File: src/rtl/carrier_sense_detect_pkg.sv
`default_nettype none
// ============================================================================
// Module      : carrier_sense_detect_pkg
// Description : Shared register offsets, FSM state encoding and helpers for
//               the carrier-sense detector.
// Revision    : 1.0 - initial release
// ============================================================================
package carrier_sense_detect_pkg;

  localparam logic [7:0] CS_REG_THRESH  = 8'd0;
  localparam logic [7:0] CS_REG_HOLDOFF = 8'd1;
  localparam logic [7:0] CS_REG_CTRL    = 8'd2;

  localparam logic [3:0] CS_KMAX = 4'd8;

  typedef enum logic [1:0] {
    CS_IDLE    = 2'd0,
    CS_BUSY    = 2'd1,
    CS_HOLDOFF = 2'd2
  } cs_state_e;

  // Clamp the averaging shift so the EMA never shifts by more than CS_KMAX.
  function automatic logic [3:0] cs_sat_k(input logic [3:0] k);
    return (k > CS_KMAX) ? CS_KMAX : k;
  endfunction

endpackage
`default_nettype wire

File: src/rtl/carrier_sense_detect_power_est.sv
`default_nettype none
// ============================================================================
// Module      : carrier_power_est
// Description : Stages 1-3 of the carrier detector: I/Q squaring, power sum
//               and programmable exponential moving average.
// Revision    : 1.0 - initial release
// ============================================================================
module carrier_power_est
  import carrier_sense_detect_pkg::*;
(
  input  logic        clk,
  input  logic        reset,
  input  logic [31:0] sample_i,
  input  logic        strobe_i,
  input  logic [3:0]  k_i,
  input  logic        clear_i,
  output logic [31:0] avg_o,
  output logic        avg_valid_o
);

  logic [31:0] w_i_ext;
  logic [31:0] w_q_ext;
  logic [31:0] isq_q;
  logic [31:0] qsq_q;
  logic [31:0] pwr_q;
  logic [31:0] avg_q;
  logic        v1_q;
  logic        v2_q;
  logic        v3_q;
  logic [32:0] avg_d;
  logic        w_unused_msb;

  // Sign-extend so the low 32 bits of the product are the exact square.
  assign w_i_ext = {{16{sample_i[31]}}, sample_i[31:16]};
  assign w_q_ext = {{16{sample_i[15]}}, sample_i[15:0]};

  // avg - (avg>>k) + (pwr>>k); bounded by max(pwr) so bit 32 is never needed.
  assign avg_d = {1'b0, avg_q} - {1'b0, (avg_q >> k_i)} + {1'b0, (pwr_q >> k_i)};
  assign w_unused_msb = avg_d[32];

  // Valid pipeline and EMA state; clear/disable flushes samples in flight.
  always_ff @(posedge clk) begin
    if (reset || clear_i) begin
      v1_q  <= 1'b0;
      v2_q  <= 1'b0;
      v3_q  <= 1'b0;
      avg_q <= '0;
    end else begin
      v1_q <= strobe_i;
      v2_q <= v1_q;
      v3_q <= v2_q;
      if (v2_q) begin
        avg_q <= avg_d[31:0];
      end
    end
  end

  // Datapath registers: squares on stage 1, power sum on stage 2.
  always_ff @(posedge clk) begin
    if (reset) begin
      isq_q <= '0;
      qsq_q <= '0;
      pwr_q <= '0;
    end else begin
      if (strobe_i) begin
        isq_q <= w_i_ext * w_i_ext;
        qsq_q <= w_q_ext * w_q_ext;
      end
      if (v1_q) begin
        pwr_q <= isq_q + qsq_q;
      end
    end
  end

  assign avg_o       = avg_q;
  assign avg_valid_o = v3_q;

endmodule
`default_nettype wire

File: src/rtl/setting_reg.sv
`default_nettype none
// ============================================================================
// Module      : setting_reg
// Description : Single settings-bus register, loaded when the bus address
//               matches MY_ADDR.
// Revision    : 1.0 - initial release
// ============================================================================
module setting_reg #(
  parameter logic [7:0]       MY_ADDR  = 8'd0,
  parameter int               WIDTH    = 32,
  parameter logic [WIDTH-1:0] AT_RESET = '0
) (
  input  logic             clk,
  input  logic             reset,
  input  logic             strobe_i,
  input  logic [7:0]       addr_i,
  input  logic [31:0]      data_i,
  output logic [WIDTH-1:0] out_o
);

  logic [WIDTH-1:0] out_q;

  // Capture bus data on an address match.
  always_ff @(posedge clk) begin
    if (reset) begin
      out_q <= AT_RESET;
    end else if (strobe_i && (addr_i == MY_ADDR)) begin
      out_q <= data_i[WIDTH-1:0];
    end
  end

  assign out_o = out_q;

endmodule
`default_nettype wire

File: src/rtl/carrier_sense_detect.sv
`default_nettype none
// ============================================================================
// Module      : carrier_sense_detect
// Description : Carrier detector for listen-before-talk. Compares averaged
//               RX power to a threshold and runs a busy/hold-off FSM.
// Revision    : 1.0 - initial release
// ============================================================================
module carrier_sense_detect
  import carrier_sense_detect_pkg::*;
#(
  parameter logic [7:0] BASE = 8'd0
) (
  input  logic        clk,
  input  logic        reset,
  input  logic        set_stb,
  input  logic [7:0]  set_addr,
  input  logic [31:0] set_data,
  input  logic        run_rx,
  input  logic [31:0] sample,
  input  logic        strobe,
  output logic        carrier_present,
  output logic [31:0] carrier_present_nextcount,
  output logic [31:0] debug
);

  logic [31:0] w_threshold;
  logic [31:0] w_holdoff;
  logic [31:0] w_ctrl;
  logic [26:0] w_unused_ctrl;
  logic        w_enable;
  logic [3:0]  w_k;
  logic        w_ctrl_wr;
  logic        w_clear;
  logic [31:0] w_avg;
  logic        w_avg_valid;
  logic        w_above;

  cs_state_e   state_q;
  cs_state_e   state_d;
  logic [31:0] nextcount_q;
  logic [31:0] nextcount_d;

  setting_reg #(.MY_ADDR(BASE + CS_REG_THRESH), .WIDTH(32)) u_sr_thresh (
    .clk(clk), .reset(reset), .strobe_i(set_stb), .addr_i(set_addr),
    .data_i(set_data), .out_o(w_threshold)
  );

  setting_reg #(.MY_ADDR(BASE + CS_REG_HOLDOFF), .WIDTH(32)) u_sr_holdoff (
    .clk(clk), .reset(reset), .strobe_i(set_stb), .addr_i(set_addr),
    .data_i(set_data), .out_o(w_holdoff)
  );

  setting_reg #(.MY_ADDR(BASE + CS_REG_CTRL), .WIDTH(32)) u_sr_ctrl (
    .clk(clk), .reset(reset), .strobe_i(set_stb), .addr_i(set_addr),
    .data_i(set_data), .out_o(w_ctrl)
  );

  assign w_enable      = w_ctrl[4];
  assign w_k           = cs_sat_k(w_ctrl[3:0]);
  assign w_unused_ctrl = w_ctrl[31:5];

  // The clear acts on the write edge itself, so a strobe on that cycle is lost.
  assign w_ctrl_wr = set_stb && (set_addr == (BASE + CS_REG_CTRL));
  assign w_clear   = w_ctrl_wr || !run_rx || !w_enable;

  carrier_power_est u_power_est (
    .clk         (clk),
    .reset       (reset),
    .sample_i    (sample),
    .strobe_i    (strobe),
    .k_i         (w_k),
    .clear_i     (w_clear),
    .avg_o       (w_avg),
    .avg_valid_o (w_avg_valid)
  );

  assign w_above = (w_avg > w_threshold);

  // State and hold-off counter registers.
  always_ff @(posedge clk) begin
    if (reset) begin
      state_q     <= CS_IDLE;
      nextcount_q <= '0;
    end else begin
      state_q     <= state_d;
      nextcount_q <= nextcount_d;
    end
  end

  // Next-state logic, evaluated only when an averaged sample reaches stage 4.
  always_comb begin
    state_d     = state_q;
    nextcount_d = nextcount_q;
    if (w_clear) begin
      state_d     = CS_IDLE;
      nextcount_d = '0;
    end else if (w_avg_valid) begin
      case (state_q)
        CS_IDLE: begin
          if (w_above) begin
            state_d     = CS_BUSY;
            nextcount_d = w_holdoff;
          end else begin
            nextcount_d = '0;
          end
        end
        CS_BUSY: begin
          if (w_above) begin
            nextcount_d = w_holdoff;
          end else if (w_holdoff == 32'd0) begin
            state_d     = CS_IDLE;
            nextcount_d = '0;
          end else begin
            state_d     = CS_HOLDOFF;
            nextcount_d = w_holdoff;
          end
        end
        CS_HOLDOFF: begin
          if (w_above) begin
            state_d     = CS_BUSY;
            nextcount_d = w_holdoff;
          end else if (nextcount_q == 32'd1) begin
            state_d     = CS_IDLE;
            nextcount_d = '0;
          end else begin
            nextcount_d = nextcount_q - 32'd1;
          end
        end
        default: begin
          state_d     = CS_IDLE;
          nextcount_d = '0;
        end
      endcase
    end
  end

  assign carrier_present           = (state_q != CS_IDLE);
  assign carrier_present_nextcount = nextcount_q;
  assign debug                     = {state_q, w_above, w_avg_valid, w_avg[31:4]};

endmodule
`default_nettype wire

File: config.mk
export PLATFORM = sky130hd
export DESIGN_NAME = carrier_sense_detect
export DESIGN_NICKNAME = d
export VERILOG_FILES = /design/src/rtl/carrier_sense_detect_pkg.sv /design/src/rtl/carrier_sense_detect_power_est.sv /design/src/rtl/setting_reg.sv /design/src/rtl/carrier_sense_detect.sv
export SDC_FILE = /design/constraint.sdc
export NUM_CORES = 2
export LEC_CHECK = 0
export ABC_CLOCK_PERIOD_IN_PS = 11300
export BUFFER_PORTS_ARGS = -buffer_cell sky130_fd_sc_hd__buf_2
export CORE_MARGIN = 3
export CORE_UTILIZATION = 40
export DETAILED_ROUTE_END_ITERATION = 8
export SETUP_SLACK_MARGIN = 0.4
export SYNTH_ARGS = -nofsm -noshare
export SYNTH_HDL_FRONTEND = slang
export SYNTH_SLANG_ARGS = --single-unit
File: constraint.sdc
create_clock -name clk -period 11.3 [get_ports clk]
set_input_delay 3.39 -clock clk [delete_from_list [all_inputs] [get_ports clk]]
set_output_delay 3.39 -clock clk [all_outputs]
set_load 0.02 [all_outputs]
# Word level (Yosys, flattened, before mapping)
# Index checks and enable logic that the tools add are counted.
# word_totals
regBits	234
inputBits	77
output_inout_bits	65
elab_cells	57
# classes
n_addsub	4
multipliers	2
magnitude_cmp	2
n_eq_ne	8
n_shift	2
mux	13
n_reduce_logical	14
# op_table
op	n
$mux W32	5
$pmux W32 S3	1
$add A32 B32 Y32	2
$mul A16 B16 Y32	2
$shr A32 B4 Y32	2
$eq A32 B1 Y1 const B	1
$gt A32 B32 Y1	1
$logic_not A32 Y1	1
$sub A32 B1 Y32 const B	1
$sub A32 B32 Y32	1
$mux W2	5
$eq A8 B1 Y1 const B	1
$eq A8 B2 Y1 const B	1
$logic_not A8 Y1	1
$pmux W2 S3	1
$gt A4 B4 Y1 const B	1
$mux W4	1
$ne A2 B2 Y1 const B	2
$reduce_and A4 Y1	1
$logic_and A1 B1 Y1	3
$logic_or A1 B1 Y1	3
$ne A3 B3 Y1 const B	1
$eq A2 B1 Y1 const B	1
$eq A2 B2 Y1 const B	1
4 further kinds	5

# Logic depth before layout (Yosys ltp)
# depth
ltp_word	5
mapped_depth	26
ltp_nobuf	24

# Modules after synthesis
# From an unflattened synthesis, not the netlist that was laid out.
# hier_totals
hier_cells	4093
area_unflattened_um2	36057.1
# by_module_without_submodules
mod	instances	cells_per_inst	area_per_inst_um2	seq_area_each_um2
carrier_power_est	1	3246	28488.6	2582.5
carrier_sense_detect	1	424	3175.5	680.7
setting_reg (u_sr_ctrl ...)	2	141	1465.2	640.6
setting_reg (u_sr_thresh)	1	141	1462.7	640.6

# Worst setup path after synthesis
# Ideal clock, no wire load.
# synth_path
path_type	input to register
from	in sample[17]
to	reg u_power_est.isq_q[26]
setup_ns	0.128
t_arrival_ns	8.971
required_time_ns	11.172
slack_ns	2.202
cell_stages	22
path_buffers	2
cell_sequence	clkbuf_1 clkbuf_1 nand2_1 fa_1 fa_1 fa_1 inv_1 fa_1 fa_1 inv_1 fa_1 inv_1 ha_1 nand2_1 a2111oi_2 a22oi_1 o211a_1 o31ai_1 a311oi_1 xnor2_1 mux2i_1 nor2_1
# synth_via
elab_chain_len	1
# synth_lines
item	line	rtl
start, declared	carrier_sense_detect.sv:19	input logic [31:0] sample,
$mul A16 B16 Y32	carrier_sense_detect_power_est.sv:66	isq_q <= w_i_ext * w_i_ext;
end signal, assigned	carrier_sense_detect_power_est.sv:66	
end, declared	carrier_sense_detect_power_est.sv:23	logic [31:0] isq_q;
# Every way passes these cells.
# A chain may end at the register's enable or synchronous reset.

# Worst setup path after layout
# layout_path
from	in sample[31]
to	reg u_power_est.isq_q[31]
# The elaborated chain is that of the path after synthesis.

==> flow_metrics.tcl <==
set metrics [dict create \
    syn_area_per_cell_um2 8.622 \
    final.setup_skew_ns 0.04604 \
    crit_fanout 19 \
    synth_top_area_frac 0.2965 \
    clk_latency_ns 0.58 \
    yosys.area.top_type "fa_1" \
    antenna_left 0 \
    synth_nets 4770 \
    wl_mm 83.43 \
    die_area_mm2 0.08793 \
    clock_power_share 0.081 \
    leakage_nw 18.41 \
    worst-endpoint-required_ns 11.75 \
    wl_met2_mm 42.38 \
    start_util 0.4073 \
    seqPwrFrac 0.082 \
    ys_warn_count 0 \
    avgRoutedWirePerCell_um 16.47 \
    slew_headroom 0.2568 \
    antenna_found_initial 1 \
    num_vias 25930 \
    clk_pin_slew_ns 0.06 \
    gp_congestion 0.8882 \
    drtIter0Drc 1443 \
    multi_input_area_mm2 0.02538 \
    tightest_slew_ns 1.115 \
    cts_made_buffers 27 \
    cts.sinks 232 \
    maxSlewViolCount 0 \
    synth_edf_count 0 \
    netlist_area_mm2 0.03376 \
    cp_cell_sequence "buf_2 > inv_1 > nor2_1 > xnor2_1 > ha_1 > inv_1 > fa_1 > fa_1 > inv_1 > fa_1 > fa_1 > inv_1 > fa_1 > inv_1 > ha_1 > a21o_1 > a21oi_1 > nor2_1 > o311ai_0 > o211ai_1 > o211a_1 > a41oi_1 > a21oi_1 > nor4_1" \
    num_rows 105 \
    cts_resized 0 \
    cell_internal_pwr_mw 5.889 \
    avgViaCountPerCell 5.119 \
    place_ws_ns 1.517 \
    nFillCells 8338 \
    placed_cells 5015 \
    post-route-period-util 0.8203 \
    clk_path_buf_depth 3 \
    totalPowerFinal_mw 11.88 \
    fin_ws_ns 2.031 \
    cp.arrival_ns 9.72 \
    timing.hold.ws_ns 0.4534 \
    p_sw_mw 5.992 \
    routed.top_layer "met4" \
    cts.htree.levels 1 \
    layout.nets 4775 \
    postCtsHoldBufs 0 \
    synthFlopType "dfxtp_1" \
    dr.pass1.iters 5 \
    sw_frac_of_total 0.5043 \
    synth_cells 3916 \
    fin_area_mm2 0.03619 \
    slowest_delay_ns 0.52 \
    area_delta_synth_final_pct 7.178 \
    grtUsageTotal 0.1915 \
    max_freq_mhz 107.9 \
    root_buffer "clkbuf_16" \
    critical_path_class "in -> reg" \
    async_reset_ff_frac 0 \
    die_y_um 296.5 \
    setup_tns_ns 0 \
    dp_hpwl_mm 66.32 \
    io_pins 142 \
    grt_pass1_wl_mm 136.1 \
    io_buffers 141 \
    synth.area.top_cells "fa_1 (30%), dfxtp_1 (14%), ha_1 (10%)" \
    drv_cap 0 \
    critPathLaunchType "primary input" \
    seq_area_mm2 0.004649 \
    wl_met1_mm 36.21 \
    coreArea_mm2 0.08290 \
    ir_worst_vdd_mv 0.3954 \
    utilization 0.4365 \
    status "complete, no violations" \
    placed_cell_area_mm2 0.03522 \
    die_w_um 296.5 \
    grt_max_degree 82 \
    hold_viol 0 \
    drc 0 \
    grt_pass1_vias 26250 \
    grt_overflow 0 \
    endpoint_kind "register" \
    rsz0062_at_grt "false" \
    power_density_mw_per_mm2 328.3 \
    seq_area_frac_synth 0.1376 \
    reg2reg_slack_ns 4.67 \
    period_needed_ns 9.269 \
    post_cts_buffers 0 \
    synth_seq_cells 232 \
    tritoncts "done" \
    slowest_stage "fa_1" \
    wl_met3_mm 2.877 \
    drive_gt1_frac 0.06672 \
    hp-class "reg -> reg" \
    synth_cell_types 97 \
    setup-violations-final 0 \
    combPwrFrac 0.838 \
    instances_no_fill 5066 \
]
[area by class of cell]
cell class	count	area share
flip-flops and latches	232	0.1285
clock inverters	19	0.007053
multi-input cells	2716	0.7014
diodes	1	0.00006915
inverters	788	0.08174
clock buffers	31	0.01964
repair buffers	156	0.02275
well taps	1123	0.03883
[layout by cell type (no fill, tap or decap), drive strengths merged, types with 13 or more instances in the layout]
cell type | Yosys | final
a21oi | 213 | 213
nor2 | 282 | 282
a221o | 23 | 23
and3 | 19 | 19
ha | 277 | 277
o21ai | 90 | 90
a31oi | 24 | 24
a31o | 13 | 13
or3 | 22 | 22
buf | 62 | 156
nor2b | 19 | 19
o21a | 19 | 19
xor2 | 34 | 34
and2 | 93 | 93
inv | 788 | 791
dfxtp | 232 | 232
nand4 | 29 | 29
nand3 | 31 | 31
nand2b | 21 | 21
nor4 | 29 | 29
clkbuf | 118 | 31
a211oi | 30 | 30
nand2 | 387 | 387
mux2i | 213 | 213
o21bai | 13 | 13
nor3 | 31 | 31
xnor2 | 100 | 100
fa | 500 | 500
o211ai | 19 | 19
a21o | 59 | 59
[cell usage after synthesis (26+ instances only)]
library cell  instances
inv_1               787
nor2_1              281
xnor2_1             100
o21ai_0              78
and2_1               93
mux2i_1             213
clkbuf_1            118
a211oi_1             27
dfxtp_1             232
a21o_1               59
ha_1                277
nand4_1              28
xor2_1               34
buf_4                30
nor3_1               30
fa_1                500
nand2_1             387
a21oi_1             213
nor4_1               26
nand3_1              31
[sequential cells by signal (all words and copies together) (netlist names), 5 cells and up]
signal                     cells
carrier_present_nextcount     32
u_power_est.avg_o             32
u_power_est.isq_q             31
u_power_est.pwr_q             32
u_power_est.qsq_q             31
u_sr_ctrl.out_o                5
u_sr_holdoff.out_o            32
u_sr_thresh.out_o             32
[worst max-delay path, delay by kind of cell]
kind,cells,cell delay [ns]
AO/OA/AOI/OAI,7,1.61
XOR/XNOR,1,0.11
adder cells (fa/ha/maj),7,3.07
buffers and inverters,6,0.88
AND/OR/NAND/NOR,3,0.62
[metal layers]
layer,GRT usage,vias up
met5,0,-
met4,0.04543,0
met3,0.01762,115
met2,0.3439,461
met1,0.2492,12820
li1,-,12530
[path summary, 6_finish.rpt]
check                                      startpoint                    end  cells past startpoint
worst min-delay path            u_sr_thresh.out_o[20]  u_sr_thresh.out_o[20]                      2
worst min register to register  u_sr_thresh.out_o[20]  u_sr_thresh.out_o[20]                      2
worst max-delay path                       sample[31]  u_power_est.isq_q[31]                     24
worst max register to register     u_sr_ctrl.out_o[3]  u_power_est.avg_o[30]                     19
[cells by family (layout without fill, tap and decap cells)]
kind of cell    count (synthesis)  count (layout)  synth area share
mux                           218             218           0.06481
simple gates                  997             997            0.1368
buf+inv                       968             994            0.1115
other cells                     0               1                 0
compound gates                590             590            0.1154
flops                         232             232            0.1376
xor+xnor                      134             134           0.03476
fa+ha+maj                     777             777            0.3991
[power groups by stage]
| stage | logic [mW] | registers (mW) | clock network [mW] |
|---|---|---|---|
| after floorplan | 8.05 | 0.961 | 0 |
| after global placement | 10.0 | 0.992 | 0 |
| after detailed placement | 10.1 | 0.992 | 0 |
| after CTS | 10.2 | 0.974 | 0.981 |
| after global routing | 11.6 | 0.977 | 1.01 |
| final | 9.95 | 0.970 | 0.959 |
Power figures use the tool's default switching activity.
